$ cat src/rtl/counter_scheduler.sv


module counter_scheduler #(
  parameter int NREQ = 4,
  parameter int CW   = 4,
  parameter int IW   = 2
) (
  input  logic               clock,
  input  logic               reset,
  input  logic [NREQ-1:0]    req,
  input  logic [NREQ*CW-1:0] len_flat,
  output logic [NREQ-1:0]    grant,
  output logic [NREQ-1:0]    done,
  output logic               busy,
  output logic [IW-1:0]      owner,
  output logic               cnt_reset,
  output logic               cnt_enable,
  input  logic [CW-1:0]      cnt_value
);

  localparam logic [1:0] S_IDLE  = 2'd0;
  localparam logic [1:0] S_CLEAR = 2'd1;
  localparam logic [1:0] S_RUN   = 2'd2;
  localparam logic [1:0] S_DONE  = 2'd3;

  logic [1:0]      state;
  logic [IW-1:0]   ptr;
  logic [IW-1:0]   owner_q;
  logic [CW-1:0]   target;
  logic [NREQ-1:0] grant_q;
  logic [NREQ-1:0] done_q;

  logic            pick_valid;
  logic [IW-1:0]   pick;
  logic [IW-1:0]   scan_idx;
  logic [IW-1:0]   next_ptr;
  logic            owner_req;

  // Scan from the highest offset down so the lowest offset from ptr wins.
  always_comb begin
    pick_valid = 1'b0;
    pick       = '0;
    scan_idx   = '0;
    for (int i = NREQ - 1; i >= 0; i--) begin
      scan_idx = IW'((int'(ptr) + i) % NREQ);
      if (req[scan_idx]) begin
        pick_valid = 1'b1;
        pick       = scan_idx;
      end
    end
  end

  assign next_ptr  = (owner_q == IW'(NREQ - 1)) ? '0 : owner_q + 1'b1;
  assign owner_req = req[owner_q];

  assign cnt_reset  = reset | (state == S_CLEAR);
  assign cnt_enable = (state == S_RUN) && (cnt_value != target) && owner_req;
  assign busy       = (state != S_IDLE);
  assign grant      = grant_q;
  assign done       = done_q;
  assign owner      = owner_q;

  always_ff @(posedge clock) begin
    if (reset) begin
      state   <= S_IDLE;
      ptr     <= '0;
      owner_q <= '0;
      target  <= '0;
      grant_q <= '0;
      done_q  <= '0;
    end else begin
      case (state)
        S_IDLE: begin
          done_q  <= '0;
          grant_q <= '0;
          if (pick_valid) begin
            owner_q <= pick;
            target  <= len_flat[int'(pick)*CW +: CW];
            grant_q <= NREQ'(1) << pick;
            state   <= S_CLEAR;
          end
        end
        S_CLEAR: begin
          if (!owner_req) begin
            grant_q <= '0;
            ptr     <= next_ptr;
            state   <= S_IDLE;
          end else begin
            state <= S_RUN;
          end
        end
        S_RUN: begin
          // A dropped request aborts even on the terminal count cycle.
          if (!owner_req) begin
            grant_q <= '0;
            ptr     <= next_ptr;
            state   <= S_IDLE;
          end else if (cnt_value == target) begin
            done_q <= NREQ'(1) << owner_q;
            state  <= S_DONE;
          end
        end
        default: begin
          done_q  <= '0;
          grant_q <= '0;
          ptr     <= next_ptr;
          state   <= S_IDLE;
        end
      endcase
    end
  end

endmodule

$ cat config.mk
export PLATFORM = sky130hd
export DESIGN_NAME = counter_scheduler
export DESIGN_NICKNAME = d
export VERILOG_FILES = /design/src/rtl/counter_scheduler.sv
export SDC_FILE = /design/constraint.sdc
export NUM_CORES = 1
export LEC_CHECK = 0
export CAP_MARGIN = 5
export CORE_MARGIN = 3
export CORE_UTILIZATION = 40
export CTS_CLUSTER_DIAMETER = 100
export DETAILED_ROUTE_END_ITERATION = 12
export PLACE_DENSITY = 0.75
export SLEW_MARGIN = 20
export SYNTH_ARGS = -nofsm -noshare
export SYNTH_HDL_FRONTEND = slang
export SYNTH_SLANG_ARGS = --single-unit
$ cat constraint.sdc
create_clock -name clock -period 1.9 [get_ports clock]
set_clock_uncertainty 0.2 [all_clocks]
set_input_delay 0.38 -clock clock [delete_from_list [all_inputs] [get_ports clock]]
set_output_delay 0.38 -clock clock [all_outputs]
set_load 0.01 [all_outputs]
==> results.yml <==
cells_and_area:
  area_delta_synth_final_pct: 64.0
  drive_gt1_frac: 0.293
  diodes: 0
  final_nets: 223
detailed_routing:
  antenna_left: 0
  drtIter0Drc: 24
  routed_via_density: 5.39
  route.detailed.drc: 0
  wirelength_um: 3050
  wl_per_cell_um: 14.0
  firstDrtPassIters: 4
  num_vias: 1175
setup_path:
  reg2reg_depth: 5
  cp_cell_sequence: "mux4_2 -> nand2_2 -> nor2_4 -> buf_6"
  crit_type: "reg -> out"
  worstPathRequired_ns: 1.32
  cpPeakStageDelay_ns: 0.53
  crit_arrival_ns: 1.50
  crit_fanout: 2
  r2r-end: "grant[3]"
  timing.rr.start: "owner[1]"
  r2r_slack_ns: -0.09
  slowest_stage: "mux4_2"
  critical_path.startpoint: "owner[1]"
  worstSetupEndpointType: "output port"
  critPathLaunchType: "flip-flop"
  crit_end: "cnt_enable"
cts:
  clk_latency_ns: 0.30
  cts_buffers: 3
  path_clk_slew_ns: 0.11
  cts_buffer_depth: 2
  clkSinkCount: 18
  cts_root_buffer: "clkbuf_4"
  cts_tree: "yes"
  htreeDepth: 1
synth:
  syn_area_sq_um: 1110
  synth_edf_count: 0
  synth_top_area_frac: 0.325
  yosysMostFrequentCell: "dfxtp_1"
  synth_nets: 162
  yosysTopAreaCell: "dfxtp_1"
  synth-seq-cells: 18
  netlist_instances: 128
  synth_area_per_cell_sq_um: 8.67
  ys.flop_type: "dfxtp_1"
  synth.area.top_cells: "dfxtp_1, mux2i_1, ha_1"
  synthTopCellsByCount: "dfxtp_1, mux2i_1, nand2_1, nor2_1, a21oi_1"
  synth_seq_area_share: 0.325
  synthArstFlopShare: 0
  synth_cell_types: 30
  ys_warn_count: 0
run:
  maxCapViolCount: 0
global_route:
  grt_pass1_vias: 1112
  gr-total-overflow: 0
  grt_pass1_wl_um: 4650
  grt_util_all_layers: 0.170
  grt_max_degree: 19
  antenna_found_initial: 0
power:
  p_leak_nw: 0.794
  ir_worst_vdd_v: 0.000492
  finalPower_w: 0.00139
  powerDensity_nw_per_um2: 763
floorplanning:
  io_pins: 39
  dieArea_sq_um: 3440
  die_h_um: 58.7
  rows: 18
  start_util: 0.432
  core_sq_um: 2570
  die_x_um: 58.7
placement:
  gp_congestion: 0.809
  port_buffers: 38
  dp_hpwl_um: 2230
outcome:
  status: "finished with violations"
  violations: "setup timing"
hold_path:
  holdPathStages: 2
  hold_class: "reg -> reg"
sta:
  tns_ns: -0.366
  max-slew-margin-rel: 0.752
  period_minus_slack_ns: 2.08
  clock.fmax_mhz: 480
  maxSlewViolCount: 0
  setup_viol: 5
  rsz0062_at_grt: "true"
  hold_viol_final: 0
  fin_ws_ns: -0.182
  worst_pin_slew_ns: 0.369
  fin_crit_sh: 1.10
## flip-flops by register name, summed over array words and instances (netlist names)
signal / flops
ptr: 2
owner: 2
state: 2
target: 4
grant: 4
done: 4
## layout make-up
class | instances | area, sq um
inverters | 8 | 30.0
multi-input cells | 96 | 801
fillers | 199 | 747
clock buffers | 4 | 26.3
repair buffers | 62 | 559
flip-flops and latches | 18 | 367
well taps | 30 | 37.5
## cell families after synthesis
group	Yosys count	synth area share
adder cells (fa/ha/maj)	8	0.0902
AND/OR/NAND/NOR	47	0.223
buffers and inverters	14	0.0564
XOR/XNOR	4	0.0316
multiplexers	16	0.157
AO/OA/AOI/OAI	21	0.117
flip-flops	18	0.325
## worst min path at each step
stage / slack [ns] / end / from
2_1_floorplan: 0.27 / ptr[0] / ptr[0]
3_3_place_gp: 0.25 / grant[0] / grant[0]
3_5_place_dp: 0.26 / grant[0] / grant[0]
4_1_cts: 0.27 / grant[0] / grant[0]
5_1_grt: 0.28 / grant[2] / grant[2]
6_report: 0.27 / grant[2] / grant[2]
## stage by stage
stage | utilization | cell area, sq um | hold slack (ns) | worst slack [ns] | std cells
floorplan | - | 1110 | 0.266 | -0.0440 | 128
global placement | 0.651 | 1670 | 0.246 | -0.642 | 213
detailed placement | 0.651 | 1670 | 0.258 | -0.647 | 213
CTS | 0.666 | 1710 | 0.273 | -0.166 | 218
global route | 0.709 | 1820 | 0.282 | -0.222 | 218
finish | 0.709 | 1820 | 0.266 | -0.182 | 218
## repair_timing
item	4_1_cts	5_1_grt
resized for setup	26	24
setup endpoints to repair	23	17
hold buffers	0	0
hold endpoints to repair	0	0
pin swaps	5	5
buffers inserted	1	0
## worst max-delay path: cells and delay by family, from the launching register on
kind / cells / cell delay, ns
multiplexers: 1 / 0.53
flip-flops: 1 / 0.37
AND/OR/NAND/NOR: 2 / 0.17
buffers and inverters: 1 / 0.13
## per-layer routing
metal  global-route usage  routed length [um]  vias to the layer above  part of all wire
li1                     -                   -                      568                 -
met5                    0                   0                        -                 0
met1                0.222                1250                      556              0.41
met4               0.0453                  67                        0             0.022
met2                0.292                1540                       43              0.50
met3               0.0263                 198                        8             0.065
## cells in the final DEF, fill, tap and decap left out, types with 3 or more instances in the layout
cell type        count
clkdlybuf4s50_1     26
nor2_1              10
nand2b_1             4
a21oi_1              7
buf_4               23
inv_1                7
dlygate4sd2_1        8
nand3b_1             4
mux2i_1             14
a21oi_2              3
clkbuf_4             3
dfxtp_1             15
xor2_1               4
buf_6                3
ha_1                 6
nand2_1             11
## power by group
part           total [W]  switching (W)  internal, W
clock network   0.000210       0.000128    0.0000818
logic           0.000702       0.000322     0.000380
registers       0.000477      0.0000423     0.000435
total            0.00139       0.000492     0.000897
Power figures use the tool's default switching activity.
